<file path="src/rtl/lsu_mem_ctrl.sv">
// rtl/lsu_mem_ctrl.sv - single-request load/store controller in front of the byte-addressed data ram
// Optional LSU_MISALIGN_TRAP_EN rejects accesses whose address is not a multiple of the access size.
`ifndef XLEN
`define XLEN 64
`endif

module lsu_mem_ctrl #(
  parameter int         XLEN      = `XLEN,
  parameter logic [9:0] ADDR_MASK = 10'h3FF
) (
  input  logic            clk,
  input  logic            rst,
  input  logic            req_valid_i,
  output logic            req_ready_o,
  input  logic            req_we_i,
  input  logic [2:0]      req_funct3_i,
  input  logic [XLEN-1:0] req_addr_i,
  input  logic [XLEN-1:0] req_wdata_i,
  output logic            resp_valid_o,
  input  logic            resp_ready_i,
  output logic [XLEN-1:0] resp_rdata_o,
  output logic            resp_err_o,
  output logic [XLEN-1:0] ram_addr_o,
  output logic            ram_ren_o,
  output logic            ram_wen_o,
  output logic [7:0]      ram_byte_en_o,
  output logic [XLEN-1:0] ram_wdata_o,
  input  logic [XLEN-1:0] ram_rdata_i
);

  typedef enum logic [1:0] {IDLE, ACCESS, RESP} state_t;

  state_t          state_q, state_d;
  logic            we_q;
  logic [2:0]      funct3_q;
  logic [XLEN-1:0] addr_q, wdata_q, rdata_q, load_ext;
  logic            err_q, reject, access;
  logic [7:0]      size_mask;

  always_comb begin
    reject = req_we_i ? req_funct3_i[2] : (req_funct3_i == 3'b111);
`ifdef LSU_MISALIGN_TRAP_EN
    case (req_funct3_i[1:0])
      2'b01:   if (req_addr_i[0])      reject = 1'b1;
      2'b10:   if (|req_addr_i[1:0])   reject = 1'b1;
      2'b11:   if (|req_addr_i[2:0])   reject = 1'b1;
      default: ;
    endcase
`endif
  end

  always_comb begin
    case (funct3_q[1:0])
      2'b00:   size_mask = 8'h01;
      2'b01:   size_mask = 8'h03;
      2'b10:   size_mask = 8'h0F;
      default: size_mask = 8'hFF;
    endcase
  end

  always_comb begin
    case (funct3_q)
      3'b000:  load_ext = {{(XLEN-8){ram_rdata_i[7]}},   ram_rdata_i[7:0]};
      3'b001:  load_ext = {{(XLEN-16){ram_rdata_i[15]}}, ram_rdata_i[15:0]};
      3'b010:  load_ext = {{(XLEN-32){ram_rdata_i[31]}}, ram_rdata_i[31:0]};
      3'b100:  load_ext = {{(XLEN-8){1'b0}},  ram_rdata_i[7:0]};
      3'b101:  load_ext = {{(XLEN-16){1'b0}}, ram_rdata_i[15:0]};
      3'b110:  load_ext = {{(XLEN-32){1'b0}}, ram_rdata_i[31:0]};
      default: load_ext = ram_rdata_i;
    endcase
  end

  always_comb begin
    state_d = state_q;
    case (state_q)
      IDLE:    if (req_valid_i) state_d = reject ? RESP : ACCESS;
      ACCESS:  state_d = RESP;
      RESP:    if (resp_ready_i) state_d = IDLE;
      default: state_d = IDLE;
    endcase
  end

  always_ff @(posedge clk) begin
    if (rst) begin
      state_q  <= IDLE;
      we_q     <= 1'b0;
      funct3_q <= 3'b000;
      addr_q   <= '0;
      wdata_q  <= '0;
      rdata_q  <= '0;
      err_q    <= 1'b0;
    end else begin
      state_q <= state_d;
      if (state_q == IDLE && req_valid_i) begin
        we_q     <= req_we_i;
        funct3_q <= req_funct3_i;
        addr_q   <= req_addr_i;
        wdata_q  <= req_wdata_i;
        rdata_q  <= '0;
        err_q    <= reject;
      end else if (state_q == ACCESS && !we_q) begin
        rdata_q <= load_ext;
      end
    end
  end

  // Reset in the access cycle suppresses the strobes so a pending store never commits.
  assign access        = (state_q == ACCESS) && !rst;
  assign ram_addr_o    = access ? (addr_q & XLEN'(ADDR_MASK)) : '0;
  assign ram_ren_o     = access && !we_q;
  assign ram_wen_o     = access && we_q;
  assign ram_byte_en_o = (access && we_q) ? size_mask : 8'h00;
  assign ram_wdata_o   = (access && we_q) ? wdata_q : '0;

  assign req_ready_o   = (state_q == IDLE);
  assign resp_valid_o  = (state_q == RESP);
  assign resp_rdata_o  = (state_q == RESP) ? rdata_q : '0;
  assign resp_err_o    = (state_q == RESP) && err_q;

endmodule
</file>
<file path="config.mk">
export PLATFORM = sky130hd
export DESIGN_NAME = lsu_mem_ctrl
export DESIGN_NICKNAME = d
export VERILOG_FILES = /design/src/rtl/lsu_mem_ctrl.sv
export SDC_FILE = /design/constraint.sdc
export NUM_CORES = 1
export LEC_CHECK = 0
export BUFFER_PORTS_ARGS = -buffer_cell sky130_fd_sc_hd__buf_2
export CORE_AREA = 2 2 158 160
export DETAILED_ROUTE_END_ITERATION = 10
export DIE_AREA = 0 0 160 162
export HOLD_SLACK_MARGIN = 0.15
export PLACE_DENSITY = 0.56
export SYNTH_ARGS = -nofsm -noshare
export SYNTH_HDL_FRONTEND = slang
export SYNTH_SLANG_ARGS = --single-unit
</file>
<file path="constraint.sdc">
create_clock -name clk -period 2.05 [get_ports clk]
set_input_delay 0.205 -clock clk [delete_from_list [all_inputs] [get_ports clk]]
set_output_delay 0.205 -clock clk [all_outputs]
set_load 0.05 [all_outputs]
</file>
=== Word-level counts from Yosys, hierarchy flattened ===
Cells that the tools add are included.

* Bits in registers: 145
* Bits in latches: 0
* RAM bits: 0
* Bits in read-only memories: 0
* Input bits: 200
* Output and inout bits: 205
* Logic and storage cells: 43
* Memories kept: 0

* $add $sub $neg: 0
* Multipliers: 0
* Div/mod/pow operators: 0
* Magnitude comparators: 0
* Equal/unequal tests: 12
* Shifts and indexed selects: 0
* Multiplexer cells: 11
* Bitwise operators: 0
* Reduce and logical (&&, ||, !) cells: 13

{| class="wikitable"
|+ Operators with widths
! operator !! number
|-
| $pmux 64 s6 || 1
|-
| $mux 64 || 2
|-
| $pmux 8 s3 || 1
|-
| $eq 3x3->1 const B || 4
|-
| $mux 10 || 1
|-
| $mux 8 || 1
|-
| $logic_and 1x1->1 || 6
|-
| $mux 2 || 3
|-
| $pmux 2 s3 || 1
|-
| $eq 2x1->1 const B || 2
|-
| $eq 2x2->1 const B || 2
|-
| $logic_not 2->1 || 2
|-
| $eq 3x1->1 const B || 1
|-
| $eq 3x2->1 const B || 1
|-
| $logic_not 3->1 || 1
|-
| $logic_not 1->1 || 2
|-
| $ne 2x1->1 const B || 1
|-
| $ne 2x2->1 const B || 1
|-
| $reduce_and 2->1 || 1
|-
| $reduce_or 2->1 || 1
|-
| $mux 1 || 1
|}

=== Depth between registers and ports, before layout ===
Gate-level depths: netlist of run 1.

* Word-level depth: 5
* Depth in mapped cells: 6
* Gate-level depth less buffers: 3

=== Worst setup path before layout of run 1 ===
Ideal clock, no wire load.

* Path kind: register to output
* Start point: reg state_q[0]
* End point: out ram_byte_en_o[5]
* Data arrival time: 1.953 ns
* Data required time: 1.845 ns
* Setup slack: -0.108 ns
* Stages on the path, launching flop included: 7
* Buffers on the path: 4
* Cell sequence: dfxtp_1 buf_6 nor3b_4 clkbuf_2 clkbuf_1 and3_1 buf_4

* Word-level cells in the longest chain between the ends: 4

{| class="wikitable"
|+ RTL lines
! item !! RTL line !! RTL
|-
| from (decl) || 33 || <nowiki>state_t state_q, state_d;</nowiki>
|-
| from (signal assigned) || 93 || <nowiki>state_q <= state_d;</nowiki>
|-
| $eq 2x1->1 || 108 || <nowiki>assign access = (state_q == ACCESS) && !rst;</nowiki>
|-
| $logic_and 1x1->1 || 108 ||
|-
| $logic_and 1x1->1 || 112 || <nowiki>assign ram_byte_en_o = (access && we_q) ? size_mask : 8'h00;</nowiki>
|-
| $mux 8 || 112 ||
|-
| to (decl) || 26 || <nowiki>output logic [7:0] ram_byte_en_o,</nowiki>
|}

Every way passes these cells.

=== Worst setup path in the final report of run 1 ===
* Start point: reg state_q[0]
* End point: out resp_rdata_o[38]

* Word-level cells in the longest chain between the ends: 2

{| class="wikitable"
|+ RTL lines
! item !! RTL line !! RTL
|-
| $eq 2x2->1 || 117 || <nowiki>assign resp_rdata_o = (state_q == RESP) ? rdata_q : '0;</nowiki>
|-
| $mux 64 || 117 ||
|-
| to (decl) || 21 || <nowiki>output logic [XLEN-1:0] resp_rdata_o,</nowiki>
|}

Every way passes these cells.

==> results of run 1 <==
cell type report:
class	count	area, um2	share of cell area
repair buffers	473	3910	0.354
flip-flops and latches	145	2910	0.264
well taps	324	405	0.0368
clock inverters	14	156	0.0142
multi-input cells	524	3220	0.292
diodes	1	2.50	0.000227
clock buffers	18	429	0.0389
sequential cells by signal (all words and copies together), names as in the netlist:
name / cells
addr_q: 10
err_q: 1
funct3_q: 3
rdata_q: 64
state_q: 2
wdata_q: 64
we_q: 1
metal layers:
layer / global-route usage / vias up / wire, um
li1: - / 3377 / -
met3: 0.0549 / 26 / 1670
met1: 0.214 / 3289 / 10500
met4: 0.0512 / 0 / 433
met5: 0 / - / 0
met2: 0.306 / 294 / 12300
metrics by stage:
| stage | setup TNS, ns | worst slack (ns) | hold WS, ns |
|---|---|---|---|
| after floorplan | 0 | 0.0726 | 0.296 |
| after global placement | 0 | 0.242 | 0.414 |
| after detailed placement | 0 | 0.258 | 0.418 |
| after CTS | -0.00517 | -0.00259 | 0.172 |
| after global routing | -0.568 | -0.0266 | 0.176 |
| final | 0 | 0.0537 | 0.191 |
how the worst max path moves through the flow:
stage,startpoint,endpoint,slack [ns],depth (start not counted)
floorplan,state_q[0],ram_byte_en_o[1],0.07,5
global placement,state_q[1],ram_byte_en_o[1],0.24,5
detailed placement,state_q[1],ram_byte_en_o[1],0.26,5
CTS,state_q[0],ram_byte_en_o[6],-0.003,5
global route,state_q[0],resp_rdata_o[4],-0.03,6
finish,state_q[0],resp_rdata_o[38],0.05,6
tightest hold or removal path, delay by kind of cell:
kind | cells | cell delay (ns)
buffers and inverters | 1 | 0.11
AOI/OAI and AO/OA | 2 | 0.25
Yosys cell counts (2+ instances only):
cell type / count
buf_6: 5
a211oi_1: 24
a221oi_2: 2
clkbuf_1: 50
a221oi_1: 30
nor2_1: 26
nand2_1: 81
a21o_1: 3
buf_4: 61
and2_1: 77
buf_2: 17
nor2_2: 2
nor3b_4: 2
o21a_1: 2
o21ai_0: 39
a22o_1: 78
dfxtp_1: 145
a21oi_1: 24
and3_1: 66
timing repair:
item | in CTS | in global routing
hold endpoints to repair | 144 | 0
hold buffers | 143 | 0
pin swaps | 1 | 0
gates cloned | 3 | 3
gates resized for setup | 149 | 61
setup buffers | 1 | 5
setup endpoints to repair | 149 | 103
power by group:
group,internal [mW],leakage [nW],total [mW],switching (mW)
logic,0.595,3.61,1.45,0.858
clock network,1.82,0.279,3.15,1.34
registers,3.00,1.19,3.11,0.108
logic make-up (layout without fill, tap and decap cells):
| group | count (synthesis) | after routing | share of synthesized area |
|---|---|---|---|
| buffers and inverters | 135 | 505 | 0.119 |
| AOI/OAI and AO/OA | 207 | 207 | 0.232 |
| DFF | 145 | 145 | 0.434 |
| and+or+nand+nor | 262 | 262 | 0.213 |
| other | 1 | 55 | 0.000561 |
| muxes | 1 | 1 | 0.00150 |
==> key figures, run 1 <==
Outcome
  • Run status: completed

Finish
  • Share of layout cells above drive strength 1: 0.324
  • Commonest non-fill, non-tap cell in the layout: buf_2
  • Most frequent cells in the layout: buf_2 (154), dlygate4sd3_1 (143), dfxtp_1 (142)
  • Nets: 1361
  • Layout area overhead: 64.9%
  • Final core utilization: 0.458
  • Non-filler cells in the finished layout: 1499
  • Post-route cell area: 11000 um2
  • # fillers: 2312

Global route
  • Global Route Usage Sum: 0.178
  • Initial antenna violation count: 1
  • First-pass GRT wire length: 36.8 mm
  • Vias in the first global route: 6692
  • Grt ovf: 0
  • Largest net degree at the start of global routing: 81

Worst hold path
  • Hold_sp: ram_rdata_i[30]
  • Worst Hold Endpoint: rdata_q[30]
  • Hold Crit Depth: 3
  • Min-delay worst type: input pin to flip-flop

Routing
  • Routed Antenna Nets: 0
  • WL final: 24.9 mm
  • Initial DRC count: 330
  • Vias/cell: 4.66
  • Wire per inst: 16.6 um
  • Via count: 6986
  • First-pass DRT Iterations: 5
  • DRC Markers: 0

Critical path
  • R2r setup slk: 0.36 ns
  • CP peak stage delay: 0.34 ns
  • Crit end category: primary output
  • Worst path buffer plus inverter count: 4
  • Crit-path max FO: 36
  • FF-to-FF Start: funct3_q[0]
  • Critical path cell sequence: buf_12 -> nor2b_4 -> buf_4 -> buf_12 -> and2_1 -> buf_4
  • Crit start category: flip-flop
  • Register-to-Register Path Depth: 4
  • Req. time, crit path: 1.85 ns
  • Slowest-stage cell, CP: dfxtp_2
  • Top Family by Delay on Critical Path: buffers and inverters
  • Crit Path Class: flip-flop to primary output
  • Reg-to-reg endpoint: rdata_q[15]
  • Critical path data arrival time: 1.79 ns

Power and ir drop
  • PwrDens: 699 nW/um2
  • Maximum VDD drop: 0.359 mV
  • Leak: 5.08 nW
  • Final total power: 7.71 mW

Timing
  • Max-slew headroom: 0.540
  • RSZ-0062 raised after global routing: true
  • Worst-Margin Slew: 0.690 ns
  • Final slew viol count: 0
  • Period minus WS final: 2.00 ns
  • Final Cycle Share: 0.974
  • # setup viols final: 0
  • Clock Skew: 0.0127 ns
  • Max Fclk: 0.501 GHz
  • Endpoints failing hold: 0

CTS
  • Clock Tree Root: clkbuf_16
  • Clk_lat worst skew: 0.42 ns
  • Sink Count: 145
  • Clk slew on worst S/H paths: 0.06 ns
  • CTS tree: yes
  • CTS H-tree depth: 4
  • Num CTS Buffers: 17
  • Max Root-Sink Buffers: 2

Floorplan
  • IO Count: 405
  • Core Area: 24100 um2
  • Initial core utilization: 0.278
  • Cell row count: 57
  • Die height: 162 um
  • Die Wd: 160 um
  • Die area: 25900 um2

Logic synthesis
  • Distinct cells, synth: 36
  • Post-Syn Area per Cell: 8.91 um2
  • #FFs+latches synth: 145
  • Sequential-to-total area share from yosys stat: 0.434
  • Synth Flop Type: dfxtp_1
  • Syn. warnings: 0
  • Synth Cell Area: 6690 um2
  • Number of flops mapped to enable cells by yosys: 0
  • Synth area leaders: dfxtp_1 (43%), a22o_1 (10%), and2_1 (7.2%)
  • Async S/R FF share, synth: 0
  • Cells after Synth: 751
  • Dominant cell type by area after synthesis: dfxtp_1
  • Top cell type's share of synthesized area: 0.434

Placement
  • Port bufs: 296
  • Area after DPL: 8260 um2
  • Dpl cells: 1311
  • Hpwl dp: 13.7 mm
  • Final GP Congestion: 0.750

Flow run
  • Max-Cap Viols: 0
No activity file was read; power rests on OpenSTA's default activity.
==> inputs of run 2 (changes only) <==
--- a/config.mk
+++ b/config.mk
@@ -10,6 +10,7 @@
 export DETAILED_ROUTE_END_ITERATION = 10
 export DIE_AREA = 0 0 160 162
 export HOLD_SLACK_MARGIN = 0.15
+export MAX_ROUTING_LAYER = met4
 export PLACE_DENSITY = 0.56
 export SYNTH_ARGS = -nofsm -noshare
 export SYNTH_HDL_FRONTEND = slang
==> constraint.sdc (replaced) <==
create_clock -name clk -period 2.05 [get_ports clk]
set_input_delay 0.205 -clock clk [delete_from_list [all_inputs] [get_ports clk]]
set_output_delay 0.205 -clock clk [all_outputs]
set_load 0.005 [all_outputs]
==> run 2 against run 1 <==
  * Fmax increased by 3.8%
  * Worst hold slack lost 0.011 ns
  * First-iteration DRC count up 25%
  * Non-clock buffer count down 5
  * Flip-flop and latch count unchanged
  * Via count decreased by 1.6%
  * Count of clock-buffer cells in the layout unchanged
  * Wire length is 6.0% lower
  * Final cell count down 0.40%
==> key figures, run 2 (same netlist as run 1, synthesis figures left out) <==
Timing
  • Max Fclk: 0.520 GHz
  • Final slew viol count: 0
  • Worst-Margin Slew: 0.688 ns
  • Period minus WS final: 1.92 ns
  • Clock Skew: 0.0109 ns
  • Final Cycle Share: 0.938
  • # setup viols final: 0
  • RSZ-0062 raised after global routing: false
  • Setup TNS Final: 0 ns
  • Endpoints failing hold: 0
  • Max-slew headroom: 0.541
  • WHS: 0.180 ns

CTS
  • Max Root-Sink Buffers: 2
  • Clk_lat worst skew: 0.43 ns
  • CTS H-tree depth: 4
  • Clk slew on worst S/H paths: 0.07 ns
  • Sink Count: 145
  • CTS tree: yes
  • Clock Tree Root: clkbuf_16
  • Num CTS Buffers: 17

Finish
  • Commonest non-fill, non-tap cell in the layout: buf_2
  • Nets: 1356
  • Layout area overhead: 55.3%
  • Reg area: 2910 um2
  • Share of layout cells above drive strength 1: 0.317
  • Final core utilization: 0.431
  • N_diodes: 0
  • # fillers: 2389
  • Non-filler cells in the finished layout: 1493
  • Most frequent cells in the layout: buf_2 (296), dfxtp_1 (143), dlygate4sd3_1 (143)
  • Area of the multi-input gates: 3210 um2
  • Biggest regs: rdata_q (64), wdata_q (64), addr_q (10)

Power and ir drop
  • Maximum VDD drop: 0.379 mV
  • Leak: 5.03 nW
  • PwrDens: 704 nW/um2

Critical path
  • Req. time, crit path: 1.85 ns
  • R2r setup slk: 0.30 ns
  • Crit end category: primary output
  • Crit start category: flip-flop
  • Crit Path Class: flip-flop to primary output
  • Critical path data arrival time: 1.72 ns
  • Crit-path max FO: 26

Flow run
  • Max-Cap Viols: 0

Floorplan
  • Die height: 162 um
  • Die Wd: 160 um
  • Core Area: 24100 um2
  • Die area: 25900 um2
  • Cell row count: 57
  • Initial core utilization: 0.278
  • IO Count: 405

Routing
  • Initial DRC count: 413
  • Wire per inst: 15.7 um
  • Routed Antenna Nets: 0
  • First-pass DRT Iterations: 4
  • Via count: 6876
  • DRC Markers: 0
  • WL final: 23.4 mm
  • Vias/cell: 4.61

Global route
  • First-pass GRT wire length: 36.7 mm
  • Largest net degree at the start of global routing: 81
  • Grt ovf: 0
  • Vias in the first global route: 6960
  • Global Route Usage Sum: 0.182
  • Initial antenna violation count: 0

Placement
  • Final GP Congestion: 0.749
  • Dpl cells: 1311
  • Hpwl dp: 13.9 mm
  • Port bufs: 296

Outcome
  • Run status: completed

Worst hold path
  • Min-delay worst type: input pin to flip-flop
[run 2: path summary, 6_finish.rpt]
check,start,to,depth (start not counted)
setup / recovery,state_q[0],ram_ren_o,5
hold / removal,ram_rdata_i[20],rdata_q[20],3
setup reg to reg,state_q[0],state_q[1],5
hold reg to reg,rdata_q[6],rdata_q[6],2
[run 2: report_power, final]
| part | internal, mW | switching, mW |
|---|---|---|
| Combinational | 0.553 | 0.547 |
| Sequential | 3.00 | 0.108 |
| Clock | 1.65 | 1.45 |
| Total | 5.21 | 2.11 |
[run 2: metal layers]
layer | track usage | vias to the layer above | wire length (um)
met2 | 0.313 | 268 | 11500
met3 | 0.0429 | 15 | 1310
li1 | - | 3368 | -
met4 | 0.0504 | 0 | 316
met5 | - | - | 0
met1 | 0.215 | 3225 | 10300
[run 2: through the flow]
step / total power, mW / cell area, um2 / worst slack, ns
6_report: 7.32 / 10400 / 0.127
4_1_cts: 7.43 / 10400 / 0.0202
3_3_place_gp: 4.02 / 8260 / 0.333
5_1_grt: 7.70 / 10400 / 0.00299
2_1_floorplan: 3.72 / 6890 / 0.361
3_5_place_dp: 4.03 / 8260 / 0.342
[run 2: repair_timing]
item / in CTS / in global routing
resized for setup: 1 / 6
endpoints found under the setup margin: 99 / 64
setup buffers: 2 / 3
gates cloned: 2 / 0
endpoints found under the hold margin: 144 / 0
hold buffers: 143 / 0
pin swaps: 1 / 0
[run 2: worst max-delay path, cell delays in order (launching register included)]
cell and delay [ns]:
dfxtp_1 0.33, buf_4 0.17, or3b_1 0.37, buf_6 0.20
nor2_1 0.11, buf_2 0.13
[run 2: layout make-up]
cell class	instances	share of cell area
clock inverter	14	0.0134
clock buffer	18	0.0423
sequential	145	0.280
multi-input combinational	524	0.309
tap	324	0.0390
timing repair buffer	468	0.316
==> inputs of run 3 (changes only) <==
==> config.mk (replaced) <==
export PLATFORM = sky130hd
export DESIGN_NAME = lsu_mem_ctrl
export DESIGN_NICKNAME = d
export VERILOG_FILES = /design/src/rtl/lsu_mem_ctrl.sv
export SDC_FILE = /design/constraint.sdc
export NUM_CORES = 1
export LEC_CHECK = 0
export BUFFER_PORTS_ARGS = -buffer_cell sky130_fd_sc_hd__buf_4
export CORE_AREA = 2 2 155 157
export DETAILED_ROUTE_END_ITERATION = 10
export DIE_AREA = 0 0 157 159
export HOLD_SLACK_MARGIN = 0.15
export MAX_ROUTING_LAYER = met4
export PLACE_DENSITY = 0.58
export SKIP_LAST_GASP = 1
export SYNTH_ARGS = -nofsm -noshare
export SYNTH_HDL_FRONTEND = slang
export SYNTH_SLANG_ARGS = --single-unit
==> run 3 against run 2 <==
  * Combinational power up 8%
  * Clock skew down 0.0019 ns
  * Critical path depth unchanged
  * Largest power group unchanged
  * Power up 1.3%
==> key figures, run 3 (same netlist as run 1, synthesis figures left out) <==
CTS
  • Clk_lat worst skew: 0.42 ns
  • CTS H-tree depth: 4
  • Max Root-Sink Buffers: 2
  • CTS tree: yes
  • Num CTS Buffers: 17
  • Clk slew on worst S/H paths: 0.07 ns
  • Clock Tree Root: clkbuf_16
  • Sink Count: 145

Timing
  • WHS: 0.180 ns
  • Worst-Margin Slew: 0.641 ns
  • Max-slew headroom: 0.573
  • Max Fclk: 0.511 GHz
  • # setup viols final: 0
  • Period minus WS final: 1.96 ns
  • Final Cycle Share: 0.954
  • RSZ-0062 raised after global routing: true
  • Endpoints failing hold: 0
  • Final slew viol count: 0
  • Clock Skew: 0.00903 ns
  • Setup TNS Final: 0 ns

Critical path
  • Critical path cell sequence: buf_4 -> or3b_1 -> buf_12 -> nor2_1 -> buf_4
  • Req. time, crit path: 1.85 ns
  • Crit Path Class: flip-flop to primary output
  • CP peak stage delay: 0.40 ns
  • Crit end category: primary output
  • Crit-path max FO: 26
  • Worst path most repeated cell: buf_4
  • Top Family by Delay on Critical Path: simple AND/OR/NAND/NOR gates
  • Worst path buffer plus inverter count: 3
  • Crit start category: flip-flop
  • Critical path data arrival time: 1.75 ns
  • Slowest-stage cell, CP: or3b_1

Floorplan
  • Die Wd: 157 um
  • Die area: 25000 um2
  • Initial core utilization: 0.288
  • IO Count: 405
  • Cell row count: 56
  • Core Area: 23200 um2
  • Die height: 159 um

Power and ir drop
  • Maximum VDD drop: 0.502 mV
  • Leak: 5.12 nW
  • PwrDens: 668 nW/um2

Finish
  • Share of layout cells above drive strength 1: 0.314
  • Layout area overhead: 65.7%
  • # fillers: 2175
  • Biggest regs: rdata_q (64), wdata_q (64), addr_q (10)
  • Commonest non-fill, non-tap cell in the layout: buf_4
  • Nets: 1351
  • Reg area: 2910 um2
  • Area of the multi-input gates: 3210 um2
  • Most frequent cells in the layout: buf_4 (308), dfxtp_1 (143), dlygate4sd3_1 (143)

Routing
  • First-pass DRT Iterations: 4
  • Wire per inst: 15.8 um
  • Routed Antenna Nets: 0
  • Vias/cell: 4.63
  • Via count: 6866
  • DRC Markers: 0
  • WL final: 23.5 mm
  • Initial DRC count: 322

Placement
  • Hpwl dp: 13.9 mm
  • Final GP Congestion: 0.730
  • Port bufs: 296

Outcome
  • Run status: completed

Global route
  • Grt ovf: 0
  • Global Route Usage Sum: 0.183
  • Initial antenna violation count: 1
  • First-pass GRT wire length: 35.7 mm
  • Largest net degree at the start of global routing: 81
  • Vias in the first global route: 6772

Worst hold path
  • Min-delay worst type: input pin to flip-flop

Flow run
  • Max-Cap Viols: 0
## run 3: report_power, final
group,internal [mW],total (mW),switching [mW]
clock network,1.66,3.11,1.45
logic,0.639,1.19,0.551
registers,3.00,3.11,0.110
total,5.29,7.41,2.11
## run 3: worst paths after layout
| path | depth (start not counted) | start | end | slack, ns |
|---|---|---|---|---|
| max | 5 | state_q[0] | ram_ren_o | 0.09 |
| max reg2reg | 5 | state_q[0] | rdata_q[8] | 0.38 |
| min reg2reg | 2 | rdata_q[2] | rdata_q[2] | 0.45 |
| min | 3 | ram_rdata_i[31] | rdata_q[31] | 0.18 |
## run 3: repair_timing
item                       in CTS  in global routing
hold endpoints to repair      144                  0
hold buffers                  143                  0
pin swaps                       1                  1
resized for setup               1                  2
cloned                          1                  1
buffers inserted                0                  1
setup endpoints to repair      79                 44
## run 3: worst reg2reg max path: cells and delay by family, from the launching register on
family	cells	cell delay (ns)
AOI/OAI and AO/OA	1	0.14
DFF	1	0.35
buffers and inverters	2	0.35
and+or+nand+nor	2	0.69
## run 3: final cells by class
class                           count  area share
Timing Repair Buffer              463       0.360
Multi-Input combinational cell    524       0.289
Sequential cell                   145       0.262
Clock buffer                       18      0.0396
Tap cell                          319      0.0360
Clock inverter                     14      0.0121
Antenna cell                        1    0.000226
## run 3: layer usage
layer | track usage | vias to the layer above | part of all wire
met3 | 0.0509 | 14 | 0.074
met2 | 0.306 | 277 | 0.48
met5 | - | - | 0
met4 | 0.0463 | 0 | 0.010
li1 | - | 3362 | -
met1 | 0.217 | 3213 | 0.43
## run 3: per-stage QoR
stage / power (mW) / cells / cell area [um2] / util / worst slack, ns
final: 7.41 / 1484 / 11100 / 0.478 / 0.0934
after global routing: 7.77 / 1484 / 11100 / 0.478 / -0.0106
after CTS: 7.51 / 1481 / 11100 / 0.477 / 0.000240
after detailed placement: 4.12 / 1305 / 9020 / 0.389 / 0.352
after global placement: 4.11 / 1305 / 9020 / 0.389 / 0.345
after floorplan: 3.72 / 804 / 6890 / - / 0.361
